File: config.mk
export PLATFORM = sky130hd
export DESIGN_NAME = mulres_fifo
export DESIGN_NICKNAME = d
export VERILOG_FILES = /design/src/rtl/mulres_fifo.sv
export SDC_FILE = /design/constraint.sdc
export NUM_CORES = 1
export LEC_CHECK = 0
export ABC_CLOCK_PERIOD_IN_PS = 5400
export CAP_MARGIN = 20
export CORE_MARGIN = 5
export CORE_UTILIZATION = 45
export DETAILED_ROUTE_END_ITERATION = 10
export PLACE_DENSITY = 0.67
export SETUP_SLACK_MARGIN = 0.3
export SKIP_LAST_GASP = 1
export SLEW_MARGIN = 5
export SYNTH_ARGS = -nofsm -noshare
export SYNTH_HDL_FRONTEND = slang
export SYNTH_SLANG_ARGS = --single-unit
File: constraint.sdc
create_clock -name clk -period 5.4 [get_ports clk]
set_clock_uncertainty 0.1 [all_clocks]
set_input_delay 1.08 -clock clk [delete_from_list [all_inputs] [get_ports clk]]
set_output_delay 1.08 -clock clk [all_outputs]
set_load 0.01 [all_outputs]
File: src/rtl/mulres_fifo.sv
// ============================================================================
// Module   : mulres_fifo
// Purpose  : Result FIFO for the 24x24 multiplier/popcount peripheral with a
//            bus-mapped head/status/control window. Optional feature macro:
//            AUTOPOP_EN (a DATA_L read event also pops the head).
// Revision : 1.0 - initial release
// ============================================================================
`default_nettype none

module mulres_fifo #(
  parameter int          DEPTH     = 8,
  parameter int          PTR_W     = 3,
  parameter logic [15:0] BASE_ADDR = 16'h03C0
) (
  input  logic             clk,
  input  logic             n_reset,
  input  logic             res_valid,
  input  logic [31:0]      res_w,
  input  logic [23:0]      res_l,
  input  logic             res_ovf,
  input  logic [15:0]      saddress,
  input  logic             srd,
  input  logic             swr,
  input  logic [31:0]      sdata_in,
  output logic [31:0]      sdata_out,
  output logic             fifo_irq,
  output logic [PTR_W:0]   level_out
);

  localparam logic [15:0]    A_DATA_W = BASE_ADDR;
  localparam logic [15:0]    A_DATA_L = BASE_ADDR + 16'h0008;
  localparam logic [15:0]    A_STATUS = BASE_ADDR + 16'h0010;
  localparam logic [15:0]    A_CTRL   = BASE_ADDR + 16'h0018;
  localparam logic [PTR_W:0] LVL_FULL = (PTR_W+1)'(DEPTH);
  localparam logic [PTR_W:0] LVL_ONE  = (PTR_W+1)'(1);
  localparam logic [PTR_W-1:0] PTR_ONE = PTR_W'(1);

  logic             srd_d, swr_d;
  logic [PTR_W-1:0] wptr, rptr;
  logic [PTR_W:0]   level;
  logic [7:0]       lost_cnt;
  logic             ovf_seen;
  logic [56:0]      mem [DEPTH];
  logic [56:0]      head;
  logic [31:0]      rd_mux;
  logic [7:0]       level8;

  logic rd_ev, wr_ev, empty, full, ctrl_wr, clear, autopop, pop_req;
  logic do_pop, do_push, drop;
  logic unused_sdata;

  assign rd_ev   = srd & ~srd_d;
  assign wr_ev   = swr & ~swr_d;
  assign empty   = (level == '0);
  assign full    = (level == LVL_FULL);
  assign ctrl_wr = wr_ev & (saddress == A_CTRL);
  assign clear   = ctrl_wr & sdata_in[1];

`ifdef AUTOPOP_EN
  assign autopop = rd_ev & (saddress == A_DATA_L);
`else
  assign autopop = 1'b0;
`endif

  // CLEAR overrides both pop and push; a push blocked by CLEAR is not a loss
  assign pop_req = (ctrl_wr & sdata_in[0]) | autopop;
  assign do_pop  = pop_req & ~empty & ~clear;
  assign do_push = res_valid & ~clear & (~full | do_pop);
  assign drop    = res_valid & ~clear & full & ~do_pop;

  assign head      = mem[rptr];
  assign level8    = 8'(level);
  assign level_out = level;
  assign unused_sdata = ^sdata_in[31:2];

  always_comb begin
    rd_mux = '0;
    case (saddress)
      A_DATA_W: if (!empty) rd_mux = head[31:0];
      A_DATA_L: if (!empty) rd_mux = {7'b0, head[56:32]};
      A_STATUS: rd_mux = {8'h00, lost_cnt, level8, 5'b0, ovf_seen, full, empty};
      default:  rd_mux = '0;
    endcase
  end

  always_ff @(posedge clk or negedge n_reset) begin
    if (!n_reset) begin
      srd_d     <= 1'b0;
      swr_d     <= 1'b0;
      wptr      <= '0;
      rptr      <= '0;
      level     <= '0;
      lost_cnt  <= '0;
      ovf_seen  <= 1'b0;
      sdata_out <= '0;
      fifo_irq  <= 1'b0;
    end else begin
      srd_d    <= srd;
      swr_d    <= swr;
      fifo_irq <= ~empty;
      if (rd_ev) sdata_out <= rd_mux;
      if (clear) begin
        wptr     <= '0;
        rptr     <= '0;
        level    <= '0;
        lost_cnt <= '0;
        ovf_seen <= 1'b0;
      end else begin
        if (do_push) wptr <= wptr + PTR_ONE;
        if (do_pop)  rptr <= rptr + PTR_ONE;
        case ({do_push, do_pop})
          2'b10:   level <= level + LVL_ONE;
          2'b01:   level <= level - LVL_ONE;
          default: level <= level;
        endcase
        if (do_push && res_ovf) ovf_seen <= 1'b1;
        if (drop && lost_cnt != 8'hFF) lost_cnt <= lost_cnt + 8'd1;
      end
    end
  end

  // Storage is not reset; entries are only visible between rptr and wptr
  always_ff @(posedge clk) begin
    if (do_push) mem[wptr] <= {res_ovf, res_l, res_w};
  end

endmodule

`default_nettype wire

==> results.py, run 1 <==
metrics = {
    "synth": {
        "async_reset_ff_share_pct": 10.6,
        "synth_cells": 987,
        "syn_nets": 1103,
        "synth-seq-cells": 510,
        "yosysTopAreaCellShare_pct": 68.7,
        "synth_area_mm2": 0.0199,
        "synthDistinctLibCells": 67,
        "ys_seq_area_share_pct": 75.5,
        "yosys_most_used_dff": "edfxtp_1",
        "yosysMostFrequentCell": "edfxtp_1",
        "yosys-top-cells-area": "edfxtp_1 69%, mux4_2 12%, dfrtp_1 6.8%",
        "synth_area_leader_cell": "edfxtp_1",
        "synth_edf_count": 456,
        "yosys_warnings": 0,
        "syn_avg_cell_area_um2": 20.2,
        "yosys-top-cells-count": "456 x edfxtp_1, 107 x mux4_2, 80 x nand2_1",
    },
    "cts": {
        "cts_post_setup_buffers_inserted": 0,
        "cts_max_path_buffers": 3,
        "cts_tree": "built",
        "cts_max_level": 2,
        "path_clk_slew_ns": 0.06,
        "cts_resized": 0,
        "cts_buffers": 52,
        "ctsHoldBuffers": 0,
        "clk-insertion-delay-late_ns": 0.59,
        "cts_sinks": 510,
        "root_buffer": "clkbuf_16",
    },
    "detailed_routing": {
        "postRouteAntennaNets": 0,
        "route.detailed.drc": 0,
        "vias": 10011,
        "firstDrtPassIters": 6,
        "drt_iter0_drc": 867,
        "routedWlPerCell_um": 24.6,
        "via_per_inst": 5.65,
        "routed_wl_um": 43500,
    },
    "die": {
        "die_w_um": 220,
        "start_util_pct": 45.3,
        "row_count": 77,
        "core-area_mm2": 0.0440,
        "die_area_mm2": 0.0486,
        "chipHeight_um": 220,
        "io_pins": 147,
    },
    "place": {
        "dp_hpwl_um": 25900,
        "portBuffers": 116,
        "place_area_mm2": 0.0219,
        "gp_congestion": 0.801,
    },
    "critical_path": {
        "max_stage_delay_ns": 0.75,
        "crit_buf_inv": 2,
        "crit_required_ns": 5.51,
        "cp-end-kind": "register",
        "reg2reg_from": "level_out[1]",
        "cp-start-kind": "input port",
        "path_class": "input port to register",
        "r2r_cells": 6,
        "cp_slowest_cell": "clkdlybuf4s50_1",
        "cpLargestDelayFamily": "buffers and inverters",
        "worstPathCellList": "clkdlybuf4s50_1, and4b_2, nand4_1, o21ai_1, nand3_1, nor2_4, buf_4",
        "r2r_end": "mem[7][27]",
        "crit_arrival_ns": 4.10,
        "r2r_slack_ns": 2.07,
        "path_max_fanout": 39,
    },
    "global_routing": {
        "grt.total_usage_pct": 18.1,
        "grt_pass1_wl_um": 65000,
        "grt_max_degree": 75,
        "grt_pass1_vias": 10430,
        "overflow": 0,
        "grt_antenna_before_repair": 3,
    },
    "flow_run": {
        "cap_viol_max_count": 0,
    },
    "timing": {
        "period_needed_ns": 3.99,
        "setup_violations": 0,
        "max_slew.worst_pin.slew_ns": 0.974,
        "maxSlewViolCount": 0,
        "rsz0062_at_grt": "no",
        "relSlewSlack_pct": 35.0,
        "timing.fmax_mhz": 251,
        "hold_viol": 0,
        "min_period_over_period_pct": 73.8,
        "tns_ns": 0,
    },
    "power": {
        "power_density_mw_per_mm2": 400,
        "leakage_nw": 8.11,
        "ir_drop_uv": 265,
    },
    "worst_hold_path": {
        "worstHoldPathCells": 1,
        "hp-class": "register to register",
        "hold_start": "sdata_out[4]",
        "holdPathEnd": "sdata_out[4]",
    },
    "final_layout": {
        "final_layout_size_suffix_gt1_share_pct": 20.6,
        "fillers": 3437,
        "n_antenna_cell": 0,
        "nets": 1252,
        "synthToLayoutAreaGrowth_pct": 18.3,
        "finish.instance_area_mm2": 0.0236,
    },
    "run_status": {
        "status": "complete, no violations",
    },
}
## how the worst max path moves through the flow
| stage | from | to | slack [ns] | cells past startpoint |
|---|---|---|---|---|
| global placement | saddress[4] | mem[7][12] | 0.90 | 7 |
| floorplan | saddress[1] | mem[7][0] | 0.24 | 5 |
| finish | saddress[4] | mem[7][27] | 1.41 | 7 |
| global route | saddress[4] | level_out[3] | 1.16 | 11 |
| detailed placement | saddress[4] | mem[7][27] | 0.84 | 7 |
| CTS | saddress[4] | mem[7][24] | 1.47 | 7 |
## cell type report
class                      instances  area (um^2)  area share, %
clock buffer                      69         1410           5.96
clock inverter                    28          273           1.16
inverter                           4         15.0         0.0637
multi-input combinational        426         4710           20.0
sequential                       510        15100           63.8
tap                              592          741           3.14
timing repair buffer             142         1390           5.89
## sequential cells by signal, summed over array words and instances (netlist names)
register   flops
fifo_irq       1
level_out      4
lost_cnt       8
mem          456
ovf_seen       1
rptr           3
sdata_out     32
srd_d          1
swr_d          1
wptr           3
## worst register-to-register path, stage by stage (launching register included)
cell and delay, ns:
dfrtp_1 0.59, or4_1 0.42, nand4_1 0.14, o21ai_1 0.47, nand3_1 0.42, nor2_4 0.23, buf_4 0.58
## power by group
part           switching (mW)  internal [mW]  leakage (nW)
registers               0.172           4.86          4.85
clock network            1.45           2.03         0.822
logic                   0.605          0.321          2.44
## metrics by stage
stage | hold WS [ns] | setup WS (ns) | cells | util [%] | total power [mW]
2_1_floorplan | 0.364 | 0.243 | 987 | - | 5.57
3_3_place_gp | 0.367 | 0.904 | 1673 | 49.7 | 6.00
3_5_place_dp | 0.365 | 0.840 | 1673 | 49.7 | 6.06
4_1_cts | 0.387 | 1.47 | 1770 | 53.5 | 9.55
5_1_grt | 0.402 | 1.16 | 1771 | 53.6 | 9.82
6_report | 0.383 | 1.41 | 1771 | 53.6 | 9.44
## per-layer routing
layer | share of wire [%] | track usage [%] | vias to the layer above
met2 | 49 | 29.5 | 300
met4 | 2.2 | 4.60 | 6
met3 | 7.5 | 5.21 | 73
li1 | - | - | 4388
met5 | 0.092 | 0 | -
met1 | 41 | 24.5 | 5244
## layout by cell type (no fill, tap or decap), types with 6 or more instances in the layout
cell type,netlist,layout
edfxtp_1,456,456
clkdlybuf4s50_1,0,115
mux4_2,107,107
nand2_1,80,80
mux2i_1,54,54
clkbuf_16,1,52
dfrtp_1,54,52
o21ai_0,28,28
buf_4,2,22
a221o_1,14,14
clkbuf_1,22,13
nor2_1,17,11
clkinv_2,0,10
a22o_1,9,9
a22oi_1,8,8
o22ai_1,8,8
clkinv_1,0,8
nand4_1,6,6
nor2_4,0,6
nand2b_1,7,6
a221oi_1,6,6
## cell families (layout without fill, tap and decap cells)
group | after synthesis | in the layout | synth area share, %
buf+inv | 51 | 243 | 1.27
mux | 162 | 162 | 14.9
compound gates | 99 | 99 | 3.67
fa+ha+maj | 6 | 6 | 0.414
simple gates | 157 | 157 | 4.24
xor+xnor | 2 | 2 | 0.0879
flops | 510 | 510 | 75.5
No activity file was read; power rests on OpenSTA's default activity.
==> run 2: changes to the inputs <==
ABC_CLOCK_PERIOD_IN_PS = 3930   (was 5400)
PLACE_DENSITY = 0.65   (was 0.67)
clock period = 3.93 ns   (was 5.4 ns; I/O delays follow)
==> run 2 against run 1 <==
  * First-iteration DRC count grew 5.9%
  * Sequential share of layout area down 0.67 points
  * Final cell count increased by 1.0%
  * Critical path depth is 6 higher
  * Combinational power increased by 47%
  * Utilization up 0.57 points
  * Register-to-register slack worse by 1.1 ns
==> results.py, run 2 (synthesis gave the netlist of run 1 again) <==
metrics = {
    "worst_hold_path": {
        "hp-class": "input port to asynchronous set/reset pin",
    },
    "detailed_routing": {
        "via_per_inst": 5.62,
        "routedWlPerCell_um": 24.7,
        "postRouteAntennaNets": 0,
        "firstDrtPassIters": 5,
        "drt_iter0_drc": 918,
        "vias": 10062,
        "routed_wl_um": 44200,
        "route.detailed.drc": 0,
    },
    "cts": {
        "clk-insertion-delay-late_ns": 0.58,
        "cts_buffers": 51,
        "cts_max_level": 2,
        "cts_sinks": 510,
        "ctsHoldBuffers": 0,
        "cts_post_setup_buffers_inserted": 0,
        "cts_resized": 0,
        "root_buffer": "clkbuf_16",
        "path_clk_slew_ns": 0.06,
        "cts_max_path_buffers": 3,
        "cts_tree": "built",
    },
    "final_layout": {
        "fillers": 3397,
        "largest_register": "mem",
        "fin_util_pct": 54.1,
        "register_area_mm2": 0.0151,
        "top_regs": "mem (456), sdata_out (32), lost_cnt (8)",
        "multiInputGateArea_mm2": 0.00472,
        "synthToLayoutAreaGrowth_pct": 19.6,
        "nets": 1271,
        "finish.instance_area_mm2": 0.0238,
        "n_antenna_cell": 0,
        "layout_commonest_cell": "edfxtp_1",
        "largest_register_ffs": 456,
        "final_cell_mix": "456 x edfxtp_1, 115 x clkdlybuf4s50_1, 107 x mux4_2",
        "final_layout_size_suffix_gt1_share_pct": 21.6,
    },
    "timing": {
        "tns_ns": 0,
        "maxSlewViolCount": 0,
        "period_needed_ns": 3.16,
        "min_period_over_period_pct": 80.5,
        "timing.hold.ws_ns": 0.119,
        "timing.fmax_mhz": 316,
        "hold_viol": 0,
        "relSlewSlack_pct": 40.1,
        "rsz0062_at_grt": "no",
        "max_slew.worst_pin.slew_ns": 0.897,
        "setup_violations": 0,
    },
    "global_routing": {
        "overflow": 0,
        "grt_antenna_before_repair": 4,
        "grt_pass1_wl_um": 66200,
        "grt.total_usage_pct": 18.5,
        "grt_max_degree": 52,
        "grt_pass1_vias": 10586,
    },
    "die": {
        "core-area_mm2": 0.0440,
        "row_count": 77,
        "chipHeight_um": 220,
        "io_pins": 147,
        "die_area_mm2": 0.0486,
        "start_util_pct": 45.3,
        "die_w_um": 220,
    },
    "power": {
        "finalPower_mw": 12.9,
        "ir_drop_uv": 288,
        "leakage_nw": 8.21,
        "power_density_mw_per_mm2": 542,
    },
    "critical_path": {
        "path_max_fanout": 7,
        "crit_path_start": "saddress[5]",
        "cp-end-kind": "register",
        "reg2reg_from": "level_out[1]",
        "r2r_slack_ns": 0.93,
        "r2r_cells": 10,
        "crit_arrival_ns": 3.52,
        "cp-start-kind": "input port",
        "path_class": "input port to register",
        "crit_path_end": "level_out[3]",
        "crit_required_ns": 4.29,
        "r2r_end": "level_out[3]",
    },
    "run_status": {
        "status": "complete, no violations",
    },
    "place": {
        "gp_congestion": 0.837,
        "portBuffers": 116,
        "dp_hpwl_um": 27000,
        "place_area_mm2": 0.0222,
    },
    "flow_run": {
        "cap_viol_max_count": 0,
    },
}
## run 2: layer usage
metal | global-route usage [%] | up-vias | part of all wire [%]
met1 | 24.6 | 5242 | 40
li1 | - | 4427 | -
met3 | 4.27 | 79 | 6.8
met2 | 31.2 | 306 | 50
met5 | 0 | - | 0.12
met4 | 4.87 | 8 | 2.3
## run 2: metrics by stage
| step | worst slack [ns] | cells |
|---|---|---|
| 2_1_floorplan | 0.0299 | 987 |
| 3_3_place_gp | 0.156 | 1694 |
| 3_5_place_dp | 0.177 | 1694 |
| 4_1_cts | 0.787 | 1789 |
| 5_1_grt | 0.578 | 1789 |
| 6_report | 0.765 | 1789 |
## run 2: how the worst min path moves through the flow
stage                       startpoint             to  slack, ns  cells after the start
after floorplan               ovf_seen       ovf_seen       0.36                      2
after global placement    sdata_out[4]   sdata_out[4]       0.36                      1
after detailed placement  sdata_out[3]   sdata_out[3]       0.37                      1
after CTS                      n_reset       fifo_irq       0.10                      1
after global routing           n_reset       fifo_irq       0.13                      1
final                          n_reset  sdata_out[11]       0.12                      1
## run 2: where the power goes
part | internal [mW] | switching, mW
Clock | 2.70 | 1.95
Combinational | 0.511 | 0.851
Sequential | 6.68 | 0.235
Total | 9.89 | 3.03
## run 2: layout make-up
type / count / share of cell area (%)
Tap cell: 592 / 3.11
Timing Repair Buffer: 162 / 7.14
Inverter: 4 / 0.0630
Clock buffer: 77 / 6.15
Clock inverter: 18 / 0.593
Sequential cell: 510 / 63.2
Multi-Input combinational cell: 426 / 19.8
## run 2: worst max-delay path, stage by stage
cell	delay, ns
clkdlybuf4s50_1	0.45
nor4_4	0.27
buf_4	0.19
nand3_4	0.12
or2_2	0.33
nor4_1	0.24
buf_4	0.17
ha_1	0.25
a21oi_1	0.16
nand2_1	0.12
o311ai_0	0.12
o311ai_1	0.16
o2bb2ai_1	0.14
==> run 3: changes to the inputs <==
ABC_CLOCK_PERIOD_IN_PS = 2900   (was 3930)
PLACE_DENSITY = 0.67   (was 0.65)
clock period = 2.9 ns   (was 3.93 ns; I/O delays follow)
==> run 3 against run 2 <==
  * Flip-flop and latch count did not move
  * Hold slack improved by 0.14 ns
  * Largest cell class unchanged
  * Power up 42%
  * Critical path depth shrank 1
  * First-iteration DRC count did not move
  * Sequential power grew 35%
  * Setup slack lost 0.36 ns
  * Global-route usage grew 0.20 points
  * Routed wire length grew 1.8%
  * Clock power up 46%
==> results.py, run 3 (synthesis gave the netlist of run 1 again) <==
metrics = {
    "run_status": {
        "status": "complete, no violations",
    },
    "critical_path": {
        "r2r_cells": 10,
        "cp-start-kind": "input port",
        "crit_path_start": "saddress[0]",
        "crit_path_end": "mem[5][49]",
        "cp-end-kind": "register",
        "reg2reg_from": "level_out[0]",
        "r2r_slack_ns": 0.47,
        "path_max_fanout": 6,
        "crit_top_cell": "buf_4",
        "max_stage_delay_ns": 0.27,
        "path_class": "input port to register",
        "crit_required_ns": 3.09,
        "worstPathCellList": "dlygate4sd2_1, nor4_4, buf_4, buf_4, buf_4, nand4_1, o21ai_2, nand3b_1, buf_6, nor2_4, buf_12, bufbuf_16",
        "r2r_end": "level_out[3]",
        "crit_arrival_ns": 2.68,
        "crit_buf_inv": 7,
        "cp_slowest_cell": "bufbuf_16",
        "cp_num_cells": 12,
        "cpLargestDelayFamily": "buffers and inverters",
    },
    "power": {
        "finalPower_mw": 18.4,
        "power_density_mw_per_mm2": 740,
        "ir_drop_uv": 459,
        "leakage_nw": 8.76,
    },
    "die": {
        "chipHeight_um": 220,
        "io_pins": 147,
        "die_area_mm2": 0.0486,
        "die_w_um": 220,
        "row_count": 77,
        "start_util_pct": 45.3,
        "core-area_mm2": 0.0440,
    },
    "global_routing": {
        "grt_antenna_before_repair": 3,
        "overflow": 0,
        "grt_pass1_wl_um": 67200,
        "grt.total_usage_pct": 18.7,
        "grt_pass1_vias": 10670,
        "grt_max_degree": 36,
    },
    "final_layout": {
        "final_cell_mix": "456 x edfxtp_1, 107 x mux4_2, 105 x clkdlybuf4s50_1",
        "nets": 1345,
        "layout_commonest_cell": "edfxtp_1",
        "fillers": 3301,
        "multiInputGateArea_mm2": 0.00475,
        "synthToLayoutAreaGrowth_pct": 24.6,
        "finish.instance_area_mm2": 0.0248,
        "largest_register": "mem",
        "final_layout_size_suffix_gt1_share_pct": 27.3,
        "fin_util_pct": 56.4,
        "register_area_mm2": 0.0151,
        "largest_register_ffs": 456,
        "top_regs": "mem (456), sdata_out (32), lost_cnt (8)",
    },
    "cts": {
        "path_clk_slew_ns": 0.06,
        "cts_sinks": 510,
        "cts_buffers": 52,
        "cts_max_level": 2,
        "cts_tree": "built",
        "cts_max_path_buffers": 3,
        "clk-insertion-delay-late_ns": 0.58,
        "root_buffer": "clkbuf_16",
    },
    "detailed_routing": {
        "route.detailed.drc": 0,
        "vias": 10329,
        "postRouteAntennaNets": 0,
        "via_per_inst": 5.56,
        "routed_wl_um": 45000,
        "routedWlPerCell_um": 24.2,
        "firstDrtPassIters": 5,
        "drt_iter0_drc": 918,
    },
    "timing": {
        "relSlewSlack_pct": 55.5,
        "timing.fmax_mhz": 401,
        "timing.hold.ws_ns": 0.257,
        "hold_viol": 0,
        "period_needed_ns": 2.49,
        "rsz0062_at_grt": "yes",
        "maxSlewViolCount": 0,
        "min_period_over_period_pct": 86.0,
        "setup_violations": 0,
        "max_slew.worst_pin.slew_ns": 0.667,
    },
    "place": {
        "gp_congestion": 0.777,
        "dp_hpwl_um": 28200,
        "place_area_mm2": 0.0229,
        "portBuffers": 116,
    },
    "worst_hold_path": {
        "hp-class": "input port to register",
        "worstHoldPathCells": 1,
        "hold_start": "swr",
    },
    "flow_run": {
        "cap_viol_max_count": 0,
    },
}
==> run 3: changes by cell type in the layout (fill, tap and decap cells not counted), moves of 3 or more <==
cell,before,now
clkbuf_1,19,10
clkinv_1,6,1
clkinv_2,7,4
dlymetal6s2s_1,0,3
buf_4,30,80
clkdlybuf4s50_1,115,105
clkinvlp_4,2,6
bufinv_16,2,7
buf_6,0,4
buf_12,16,31
dlygate4sd2_1,0,7
==> run 3: layer usage <==
layer / global-route usage, % / wire (um)
met2: 30.8 / 22500
met1: 26.1 / 18900
met3: 3.63 / 2740
met5: 0 / 34
met4: 4.83 / 893
==> run 3: through the flow <==
step	cells	setup WS (ns)	TNS (ns)
3_5_place_dp	1757	-0.469	-119.32
6_report	1859	0.405	0
4_1_cts	1856	0.251	0
5_1_grt	1858	0.291	0
3_3_place_gp	1757	-0.435	-110.09
2_1_floorplan	987	-0.836	-152.56
==> run 3: worst min path at each step <==
stage / end / slack, ns
final: swr_d / 0.26
after global routing: swr_d / 0.23
after CTS: swr_d / 0.23
after detailed placement: sdata_out[29] / 0.38
after global placement: sdata_out[3] / 0.37
after floorplan: fifo_irq / 0.18
==> run 3: repair_timing <==
action	4_1_cts	5_1_grt
hold buffers	1	0
pin swaps	8	12
gates resized for setup	13	7
cloned	2	1
setup endpoints to repair	37	219
buffers inserted	5	1
endpoints found under the hold margin	19	0
==> run 3: power by group <==
part           switching, mW  internal, mW  total (mW)
combinational           1.28         0.978        2.26
clock                   2.70          4.10        6.80
sequential             0.263          9.04        9.31
==> run 3: worst register-to-register path: stages (launching register included) <==
cell and delay [ns]:
dfrtp_1 0.38, or4_4 0.61, nand2_1 0.17, nor4_4 0.07, buf_4 0.14, ha_1 0.27
nand3_1 0.10, nand2_2 0.09, o311ai_2 0.10, o311ai_1 0.15, o2bb2ai_1 0.14
==> run 3: layout make-up <==
class                   count  share of cell area [%]
diodes                      1                  0.0101
clock buffers              68                    5.77
clock inverters            23                    1.30
inverters                   4                  0.0604
multi-input cells         426                    19.1
flip-flops and latches    510                    60.6
well taps                 592                    2.98
repair buffers            235                    10.2
